## src/rtl/plru_fill_way_select.sv

```systemverilog
// -----------------------------------------------------------------------------
// plru_fill_way_select
//
// Chooses the victim way for refills in a 4-way set-associative data cache.
// Each set has a 3-bit tree-PLRU state and a 4-bit valid vector. The block
// turns refill requests into a registered one-cycle write-enable pulse and a
// 2-bit way index. These outputs drive the cache's 1-to-4 way-enable demux:
// fill_we goes to its data_in and fill_way goes to its select.
//
// Tree encoding per set (plru[2:0]):
//   plru[0] = b0 (root: 0 -> left pair {0,1}, 1 -> right pair {2,3})
//   plru[1] = b1 (ways 0/1: 0 -> way0, 1 -> way1)
//   plru[2] = b2 (ways 2/3: 0 -> way2, 1 -> way3)
// The bits point toward the next victim. A touch flips the bits on the
// touched way's path so they point away from that way.
//
// Ports:
//   clk            in   system clock, rising edge
//   rst            in   synchronous active-high reset, clears all state
//   access_en      in   hit touched access_way in access_set this cycle
//   access_set     in   [IDX_W] set index of the touch
//   access_way     in   [2] way touched
//   fill_en        in   refill request for fill_set (block picks the way)
//   fill_set       in   [IDX_W] set index of the refill
//   invalidate_all in   flush: clears every valid bit, drops a concurrent fill
//   lookup_set     in   [IDX_W] set whose current victim is reported
//   victim_way     out  [2] combinational victim for lookup_set
//   set_full       out  combinational, all four ways of lookup_set valid
//   fill_we        out  registered one-cycle pulse after an accepted fill
//   fill_way       out  [2] registered way of the last accepted fill
//   fill_set_q     out  [IDX_W] registered set of the last accepted fill
// -----------------------------------------------------------------------------
module plru_fill_way_select #(
    parameter int  NUM_SETS = 4,
    localparam int IDX_W    = $clog2(NUM_SETS)
) (
    input  logic             clk,
    input  logic             rst,
    input  logic             access_en,
    input  logic [IDX_W-1:0] access_set,
    input  logic [1:0]       access_way,
    input  logic             fill_en,
    input  logic [IDX_W-1:0] fill_set,
    input  logic             invalidate_all,
    input  logic [IDX_W-1:0] lookup_set,
    output logic [1:0]       victim_way,
    output logic             set_full,
    output logic             fill_we,
    output logic [1:0]       fill_way,
    output logic [IDX_W-1:0] fill_set_q
);

    // -------------------------------------------------------------------------
    // Helper functions
    // -------------------------------------------------------------------------

    // Victim choice: invalid ways come first, lowest index wins. If all four
    // ways are valid, follow the tree bits.
    function automatic logic [1:0] victim_f(input logic [2:0] plru,
                                            input logic [3:0] valid);
        logic [1:0] way;
        if (!valid[0]) begin
            way = 2'd0;
        end else if (!valid[1]) begin
            way = 2'd1;
        end else if (!valid[2]) begin
            way = 2'd2;
        end else if (!valid[3]) begin
            way = 2'd3;
        end else if (!plru[0]) begin
            way = plru[1] ? 2'd1 : 2'd0;
        end else begin
            way = plru[2] ? 2'd3 : 2'd2;
        end
        return way;
    endfunction

    // Touch update: the root and the touched pair's bit point away from the
    // touched way. The other pair's bit keeps its value.
    function automatic logic [2:0] touch_f(input logic [2:0] plru,
                                           input logic [1:0] way);
        logic [2:0] nxt;
        nxt = plru;
        case (way)
            2'd0: begin
                nxt[0] = 1'b1;
                nxt[1] = 1'b1;
            end
            2'd1: begin
                nxt[0] = 1'b1;
                nxt[1] = 1'b0;
            end
            2'd2: begin
                nxt[0] = 1'b0;
                nxt[2] = 1'b1;
            end
            2'd3: begin
                nxt[0] = 1'b0;
                nxt[2] = 1'b0;
            end
            default: begin
                nxt = plru;
            end
        endcase
        return nxt;
    endfunction

    // One-hot decode of a way index, used to set a single valid bit.
    function automatic logic [3:0] way_onehot_f(input logic [1:0] way);
        logic [3:0] oh;
        case (way)
            2'd0:    oh = 4'b0001;
            2'd1:    oh = 4'b0010;
            2'd2:    oh = 4'b0100;
            2'd3:    oh = 4'b1000;
            default: oh = 4'b0000;
        endcase
        return oh;
    endfunction

    // -------------------------------------------------------------------------
    // State
    // -------------------------------------------------------------------------
    logic [2:0]       plru_q      [NUM_SETS];
    logic [2:0]       plru_d      [NUM_SETS];
    logic [2:0]       plru_acc_s  [NUM_SETS];
    logic [3:0]       valid_q     [NUM_SETS];
    logic [3:0]       valid_d     [NUM_SETS];

    logic             fill_ok_s;
    logic [1:0]       fill_victim_s;

    logic             fill_we_q;
    logic             fill_we_d;
    logic [1:0]       fill_way_q;
    logic [1:0]       fill_way_d;
    logic [IDX_W-1:0] fill_set_hold_q;
    logic [IDX_W-1:0] fill_set_hold_d;

    // A flush in the same cycle drops the refill completely.
    assign fill_ok_s = fill_en & ~invalidate_all;

    // The fill victim always comes from pre-edge state, even when an access
    // to the same set lands in the same cycle.
    assign fill_victim_s = victim_f(plru_q[fill_set], valid_q[fill_set]);

    // Per-set next state. The access touch is applied first and the fill
    // touch second, so the fill's bits win where the two paths overlap.
    always_comb begin
        for (int s = 0; s < NUM_SETS; s++) begin
            plru_acc_s[s] = (access_en && (access_set == IDX_W'(s)))
                          ? touch_f(plru_q[s], access_way)
                          : plru_q[s];

            plru_d[s] = (fill_ok_s && (fill_set == IDX_W'(s)))
                      ? touch_f(plru_acc_s[s], fill_victim_s)
                      : plru_acc_s[s];

            if (invalidate_all) begin
                valid_d[s] = 4'b0000;
            end else if (fill_ok_s && (fill_set == IDX_W'(s))) begin
                valid_d[s] = valid_q[s] | way_onehot_f(fill_victim_s);
            end else begin
                valid_d[s] = valid_q[s];
            end
        end
    end

    // Next values of the fill outputs. The way and set keep their last
    // values between pulses.
    always_comb begin
        fill_we_d = fill_ok_s;
        if (fill_ok_s) begin
            fill_way_d      = fill_victim_s;
            fill_set_hold_d = fill_set;
        end else begin
            fill_way_d      = fill_way_q;
            fill_set_hold_d = fill_set_hold_q;
        end
    end

    // PLRU and valid state registers. Reset clears every set.
    always_ff @(posedge clk) begin
        if (rst) begin
            for (int s = 0; s < NUM_SETS; s++) begin
                plru_q[s]  <= 3'b000;
                valid_q[s] <= 4'b0000;
            end
        end else begin
            for (int s = 0; s < NUM_SETS; s++) begin
                plru_q[s]  <= plru_d[s];
                valid_q[s] <= valid_d[s];
            end
        end
    end

    // Fill output registers. Reset takes priority and suppresses any pulse
    // from a fill in the same cycle.
    always_ff @(posedge clk) begin
        if (rst) begin
            fill_we_q       <= 1'b0;
            fill_way_q      <= 2'd0;
            fill_set_hold_q <= {IDX_W{1'b0}};
        end else begin
            fill_we_q       <= fill_we_d;
            fill_way_q      <= fill_way_d;
            fill_set_hold_q <= fill_set_hold_d;
        end
    end

    // -------------------------------------------------------------------------
    // Outputs
    // -------------------------------------------------------------------------
    assign victim_way = victim_f(plru_q[lookup_set], valid_q[lookup_set]);
    assign set_full   = &valid_q[lookup_set];
    assign fill_we    = fill_we_q;
    assign fill_way   = fill_way_q;
    assign fill_set_q = fill_set_hold_q;

endmodule

```

## config.mk

```make
export PLATFORM = sky130hd
export DESIGN_NAME = plru_fill_way_select
export DESIGN_NICKNAME = d
export VERILOG_FILES = /design/src/rtl/plru_fill_way_select.sv
export SDC_FILE = /design/constraint.sdc
export NUM_CORES = 1
export LEC_CHECK = 0
export CAP_MARGIN = 0
export CORE_UTILIZATION = 50
export CTS_CLUSTER_DIAMETER = 40
export DETAILED_ROUTE_END_ITERATION = 8
export GPL_TIMING_DRIVEN = 1
export HOLD_SLACK_MARGIN = 0.1
export PLACE_DENSITY = 0.69
export SLEW_MARGIN = 20
export SYNTH_ARGS = -nofsm -noshare
export SYNTH_HDL_FRONTEND = slang
export SYNTH_SLANG_ARGS = --single-unit
```

## constraint.sdc

```tcl
create_clock -name clk -period 2.36 [get_ports clk]
set_input_delay 0.354 -clock clk [delete_from_list [all_inputs] [get_ports clk]]
set_output_delay 0.354 -clock clk [all_outputs]
set_load 0.1 [all_outputs]
```

# Word-level counts from Yosys, hierarchy flattened

Memory sizes are Yosys's and may differ from the RTL's.
Index checks and enable logic that the tools add are counted.
Widths: inputs -> output; s select.

Flip-flop bits (word level): 5
Memories kept: 2
Input port bits: 13
Memory bits (writable): 28
Output and inout bits: 8
Logic and storage cells: 116

Equal/unequal tests: 12
Bitwise gates (word level): 14
Reductions and logical operators: 17
Muxes and demuxes: 68

Memory list:

| memory  | words | width | rd ports | clocked after memory_dff | wr ports | RTL line | source |
|---|---|---|---|---|---|---|---|
| valid_q | 4     | 4     | 6        | 0                        | 4        | 127      | `logic [3:0] valid_q [NUM_SETS];` |
| plru_q  | 4     | 3     | 6        | 0                        | 4        | 124      | `logic [2:0] plru_q [NUM_SETS];` |

Operator list:

| operator           | number |
|---|---|
| $mux 4             | 20 |
| $mux 3             | 12 |
| $pmux 1 s2         | 18 |
| $mux 2             | 10 |
| $eq 2x2->1 const B | 8 |
| $or 4x4->4         | 4 |
| $pmux 4 s4         | 1 |
| $eq 2x1->1 const B | 4 |
| $logic_and 1x1->1  | 8 |
| $logic_not 2->1    | 4 |
| $or 1x1->1         | 8 |
| $reduce_or 2->1    | 4 |
| $mux 1             | 7 |
| $reduce_and 4->1   | 1 |
| $and 1x1->1        | 1 |
| $not 1->1          | 1 |

# Depth between registers and ports, before layout

Gate-level depths: netlist of the first run.
An unclocked memory read counts as a cell.

Depth in word-level cells: 15
Mapped depth: 6
Depth with buffers taken out: 4

# Worst setup path before layout of the first run

Ideal clock, no wire load.

Kind: input to output
From: input port lookup_set[0]
To: output port victim_way[0]
Arrival: 3.709 ns
Data required time: 2.006 ns
Slack: -1.703 ns
Buffers on the path: 1
Stages: 5
Cells stage by stage: clkbuf_1 -> mux4_2 -> mux2_2 -> o21ai_0 -> a21boi_0

Word-level cells in the longest chain between the ends: 7
Elaborated cells between the ends (all ways): 9
Those cells by class: mux: 7; memory: 2

Ends and longest elaborated chain:

| element                   | RTL line | source |
|---|---|---|
| start, declared           | 45       | `input logic [IDX_W-1:0] lookup_set,` |
| $mem_v2 4x3               | -        |  |
| $mux 1 (on tied branches) | 71, 73   |  |
| $mux 2                    | 70       | `end else if (!plru[0]) begin` |
| $mux 2                    | 68       | `end else if (!valid[3]) begin` |
| $mux 2                    | 66       | `end else if (!valid[2]) begin` |
| $mux 2                    | 64       | `end else if (!valid[1]) begin` |
| $mux 2 *                  | 62       | `if (!valid[0]) begin` |
| end, declared             | 46       | `output logic [1:0] victim_way,` |

Every way passes the cells marked *; elsewhere a longest branch is shown, timed or not.

==> run metrics, run 1 <==
routed wirelength normalized by instance count=around 18 um; tightest slew margin relative to the limit=34.3%; clock buffer depth=2; First DRT Iteration DRCs=about 110; wire length of the first global-routing pass=between 8 and 9 mm; Diodes inserted=0; total via count after detailed routing=approximately 1,700; FF+latch area=about 660 um^2; Power per Cell Area=just over 500 nW/um^2; via/cell ratio=between 6 and 7; part of the Yosys area used for sequential elements=a little over a third; critical path's slowest cell=mux4_1; Remaining DRCs=0; max cap viols=0; number of top-level design ports=21; startpoint of the tightest hold check path=fill_set_q[0]; Post-synth EDFFs=0; final design utilization=between 60% and 70%; flip-flop cell with the highest count after synthesis=dfxtp_1; Post-Synthesis Net Count=just over 200; clock-pin slew on the worst setup and hold paths=60 ps; row count=21; residual overflow from global routing=0; number of standard cells after synthesis=190; biggest cell delay along the critical path=~640 ps; count of TritonRoute iterations in the first routing pass=4; most frequent standard cell in the layout excluding fill and tap cells=dfxtp_1; Root Driver=clkbuf_8; maximum fanout along the worst path=15; final critical delay including setup and external delays=2320 ps; total area of multi-input combinational cells=around 1100 um^2; flops & latches, synth=33; Post-synth ARST share=0%; total clock sinks=33; routability-driven placement congestion ratio=~0.81; leading cell types in the layout, fill and taps excluded=33 x dfxtp_1, 29 x buf_4, 19 x nand2_1; average cell area after synthesis=around 9.9 um^2; initial standard-cell utilization of the core=54.0%; pin count of the biggest net entering global routing=17; initial antenna violation count=0; unrepaired setup endpoints after global routing=no; startpoint type of the worst setup path=input port; highest clock rate=between 0.4 and 0.5 GHz; P&R area growth vs syn=28.2%; share of the cycle needed by the critical path after routing=98.3%; Cell variety after synth=48; Total GRT Usage=a little over a quarter; vias in the first global route=approximately 1,700; nets=240; antenna viol nets, final=0; Cell Chain, Critical Path=clkdlybuf4s50_1, mux4_1, mux2_4, o221a_4, a32o_1; transition at the pin with the smallest max-transition slack=approximately 1000 ps; Non-Filler Cell Area, Final=~2400 um^2; Worst Path Required=around 2500 ps; final-report setup violation count=0; worst vdd rail ir drop=around 300 uV; CP Class=in -> reg; Worst-Skew Late Latency=280 ps; CTS tree=yes; post-route setup slack=about 41 ps; fraction of layout instances using a drive strength above 1=~29%; launch point of the critical path=fill_set[0]; run status=complete, no violations; overall die area=about 4000 um^2; leakage power total=approximately 0.89 nW; count of fill cells added during filler insertion=approximately 280; summed instance area of the synthesized netlist=between 1500 and 2000 um^2; Port Buffer Count=20; setup_tns=0 ps; Arrival @ worst endpoint=around 2500 ps; total wire length=slightly below 5 mm; Final Skew=about 6.2 ps; origin of the critical flop-to-flop path=plru_q[1][0]; number of clock buffers inserted by TritonCTS=5; Critical Path End Type=flip-flop; Final Max Slew Viols=0; placed inst area=~2300 um^2; number of levels in the clock H-tree=2; DIE HEIGHT=63.2 um; Synthesis Warnings=0; DPL Wire Length=about 3.8 mm; Final Hold Viols=0; standard cell core area=approximately 3500 um^2; Hold WC Path Type=reg -> reg; pre-CTS setup slack=-383 ps; horizontal extent of the die=63.2 um
[critical path: cells and delay by family]
family | cells | cell delay (ps)
mux | 2 | 990
buf+inv | 1 | 540
compound gates | 2 | 600
[synthesized netlist by cell type (all sizes together), types with 2 or more instances]
| cell type | count | area [um^2] |
|---|---|---|
| o2bb2ai | 4 | 41.3 |
| mux2 | 4 | 48.8 |
| nand2b | 2 | 12.5 |
| nor2 | 13 | 51.3 |
| o311ai | 2 | 17.5 |
| dfxtp | 33 | 661 |
| a211oi | 2 | 15.0 |
| mux2i | 3 | 30.0 |
| mux4 | 14 | 323 |
| a21oi | 7 | 35.0 |
| a21o | 2 | 15.0 |
| and2 | 2 | 12.5 |
| or3 | 3 | 18.8 |
| clkbuf | 9 | 33.8 |
| a32o | 6 | 60.1 |
| nand3 | 4 | 20.0 |
| buf | 6 | 41.3 |
| o21ai | 22 | 114 |
| o31ai | 2 | 15.0 |
| nand3b | 2 | 15.0 |
| nand2 | 19 | 71.3 |
| nor4bb | 2 | 20.0 |
| inv | 6 | 22.5 |
| a31oi | 4 | 25.0 |
| nand4b | 2 | 17.5 |
| nor3 | 2 | 10.0 |
[path summary, 6_finish.rpt]
check / to / slack [ps] / cells after the start
setup reg to reg: valid_q[1][3] / 380 / 4
hold / removal: fill_set_q[0] / 460 / 2
setup / recovery: valid_q[1][3] / 40 / 5
hold reg to reg: fill_set_q[0] / 460 / 2
[logic make-up after synthesis]
family / Yosys count / share of synthesized area, %
AOI/OAI and AO/OA: 56 / 21.2
buffers and inverters: 21 / 5.21
DFF: 33 / 35.3
muxes: 21 / 21.5
and+or+nand+nor: 59 / 16.8
[report_power, final]
group / internal (mW) / total [mW] / switching (mW)
Sequential: 0.571 / 0.583 / 0.0116
Combinational: 0.0856 / 0.183 / 0.0971
Clock: 0.264 / 0.465 / 0.201
Total: 0.920 / 1.23 / 0.310
[state kept, by name (all words and copies together) (netlist names)]
| signal | count |
|---|---|
| fill_we | 1 |
| valid_q | 16 |
| fill_set_q | 2 |
| plru_q | 12 |
| fill_way | 2 |
[cell type report]
cell class,instances,share of cell area [%]
clock inverter,1,0.209
timing repair buffer,45,17.2
clock buffer,7,4.01
tap,46,2.40
inverter,6,0.938
sequential,33,27.5
multi-input combinational,136,47.8
[repair_timing]
| action | 4_1_cts | 5_1_grt |
|---|---|---|
| setup buffers | 0 | 0 |
| endpoints found under the setup margin | 3 | 11 |
| resized for setup | 4 | 2 |
| hold buffers | 0 | 0 |
[metal layers]
layer | global-route usage, % | vias to the layer above | share of wire [%] | wire [um]
met4 | 9.38 | 0 | 1.6 | 76
met3 | 3.26 | 8 | 4.5 | 219
met5 | 0 | - | 0 | 0
li1 | - | 803 | - | -
met1 | 34.6 | 828 | 44 | 2130
met2 | 44.6 | 65 | 50 | 2390
[metrics by stage]
stage | hold slack [ps] | total power [mW] | std cells
global placement | 448 | 0.773 | 266
detailed placement | 454 | 0.777 | 266
CTS | 464 | 1.23 | 274
finish | 460 | 1.23 | 274
floorplan | 433 | 0.710 | 190
global route | 493 | 1.27 | 274
Power figures use the tool's default switching activity.
==> run 2, diff against run 1 <==
- CAP_MARGIN: 0 -> 30
==> run metrics, run 2 (synthesis results as in run 1) <==
flip-flop count of the largest register after layout=16 (unchanged); leading cell types in the layout, fill and taps excluded=33 x dfxtp_1, 30 x buf_4, 19 x nand2_1 (was 33 x dfxtp_1, 29 x buf_4, 19 x nand2_1); residual overflow from global routing=0 (unchanged); max cap viols=0 (unchanged); WL met2=2.36 mm (was 2.39 mm); share of total power in combinational logic=15.0% (was 14.8%); row count=21 (unchanged); most frequent standard cell in the layout excluding fill and tap cells=dfxtp_1 (unchanged); Non-Filler Cell Area, Final=2410 um^2 (was 2400 um^2); Hold WC Path Type=reg -> reg (unchanged); Final Hold Viols=0 (unchanged); switching share of total power=25.1% (was 25.2%); Final Max Slew Viols=0 (unchanged); initial antenna violation count=0 (unchanged); leakage power total=0.897 nW (was 0.891 nW); Root Driver=clkbuf_8 (unchanged); DPL Wire Length=3.77 mm (unchanged); unrepaired setup endpoints after global routing=no (unchanged); P&R area growth vs syn=28.6% (was 28.2%); Remaining DRCs=0 (unchanged); Total GRT Usage=26.4% (unchanged); DIE HEIGHT=63.2 um (unchanged); CP Class=in -> reg (unchanged); First DRT Iteration DRCs=85 (was 112); tightest slew margin relative to the limit=61.9% (was 34.3%); FF+latch area=661 um^2 (unchanged); clock buffer depth=2 (unchanged); power share of the sequential group=47.4% (about the same); total area of multi-input combinational cells=1150 um^2 (unchanged); total clock sinks=33 (unchanged); Net Switching=309 uW (was 310 uW); total of hold buffers inserted after clock tree synthesis=0 (unchanged); count of fill cells added during filler insertion=282 (was 284); largest reg by FF count=valid_q (unchanged); clock-pin slew on the worst setup and hold paths=60 ps (about the same); hold-critical path depth=2 (unchanged); routed wirelength normalized by instance count=17.4 um (was 17.6 um); Port Buffer Count=20 (unchanged); number of levels in the clock H-tree=2 (unchanged); nets=241 (was 240); initial standard-cell utilization of the core=54.0% (unchanged); startpoint type of the worst setup path=input port (unchanged); via/cell ratio=6.18 (was 6.22); leading registers by flop count=valid_q x16, plru_q x12 (unchanged); routed wl met3=247 um (was 219 um); uppermost routed layer=met4 (unchanged); highest clock rate=0.431 GHz (about the same); CTS tree=yes (unchanged); worst vdd rail ir drop=301 uV (about the same); sum of internal, switching and leakage power=1.23 mW (about the same); horizontal extent of the die=63.2 um (unchanged); count of TritonRoute iterations in the first routing pass=4 (unchanged); depth of the worst register-to-register path=4 (unchanged); clock network power share=37.7% (was 37.8%); Worst Path Required=2520 ps (was 2530 ps); final-report setup violation count=0 (unchanged); standard cell core area=3470 um^2 (unchanged); Final Skew=6.34 ps (was 6.23 ps); number of top-level design ports=21 (unchanged); total via count after detailed routing=1,700 (was 1,704); placed inst area=2290 um^2 (unchanged); Power Internal=922 uW (was 920 uW); pin count of the biggest net entering global routing=17 (unchanged); run status=complete, no violations (unchanged); total wire length=4.80 mm (was 4.82 mm); fraction of layout instances using a drive strength above 1=29.7% (was 29.4%); overall die area=3990 um^2 (unchanged); Arrival @ worst endpoint=2480 ps (was 2490 ps); routability-driven placement congestion ratio=0.815 (unchanged); worst hold slack=460 ps (about the same); metal1 wirelength=2.12 mm (was 2.13 mm); wire length of the first global-routing pass=8.03 mm (unchanged); setup bufs post-CTS=0 (unchanged); maximum fanout along the worst path=15 (unchanged); Critical Path End Type=flip-flop (unchanged); number of clock buffers inserted by TritonCTS=5 (unchanged); Worst-Skew Late Latency=280 ps (about the same); Diodes inserted=0 (unchanged); Power per Cell Area=511 nW/um^2 (was 513 nW/um^2); transition at the pin with the smallest max-transition slack=569 ps (was 982 ps); final critical delay including setup and external delays=2320 ps (about the same); vias in the first global route=1,691 (unchanged); antenna viol nets, final=0 (unchanged); share of the cycle needed by the critical path after routing=98.2% (was 98.3%)
==> run 2: cell count changes in the layout (fill, tap and decap cells not counted) <==
cell	delta
buf_4	+1
==> run 2: metal layers <==
layer  GRT usage (%)  vias to the layer above
li1                -                      808
met5               0                        -
met3            3.26                        8
met2            44.6                       59
met4            9.38                        0
met1            34.6                      825
==> run 2: what timing repair did <==
action / in CTS / in global routing
gates resized for setup: 4 / 2
gates cloned: 0 / 0
endpoints found under the setup margin: 3 / 11
==> run 2: layout make-up <==
type | count | area share [%]
tap | 46 | 2.39
sequential | 33 | 27.4
inverter | 6 | 0.936
multi-input combinational | 136 | 47.6
timing repair buffer | 46 | 17.4
clock buffer | 7 | 4.00
clock inverter | 1 | 0.208
==> run 2: power by group through the flow <==
stage	clock network, mW	logic [mW]	registers, mW
global route	0.494	0.197	0.584
floorplan	0	0.102	0.608
global placement	0	0.177	0.595
finish	0.463	0.184	0.583
detailed placement	0	0.182	0.595
CTS	0.467	0.182	0.583
==> run 2: final timing paths <==
path | from | endpoint | slack (ps)
worst max-delay path | fill_set[0] | valid_q[1][3] | 40
worst min-delay path | fill_set_q[0] | fill_set_q[0] | 460
worst max register to register | plru_q[1][0] | valid_q[1][3] | 380
worst min register to register | fill_set_q[0] | fill_set_q[0] | 460
==> run 2: critical path, cell delays in order <==
cell	delay, ps
clkdlybuf4s50_1	540
mux4_1	640
mux2_4	350
o221a_4	350
a32o_1	250
==> run 2: stage by stage <==
stage          utilization [%]  setup TNS, ps  instances  setup WS, ps
6_report                  69.4              0        275          41.4
4_1_cts                   69.0              0        274          8.07
2_1_floorplan                -           -172        190          -172
5_1_grt                   69.4              0        275          5.08
3_5_place_dp              66.1          -4990        266          -383
3_3_place_gp              66.1          -4060        266          -325
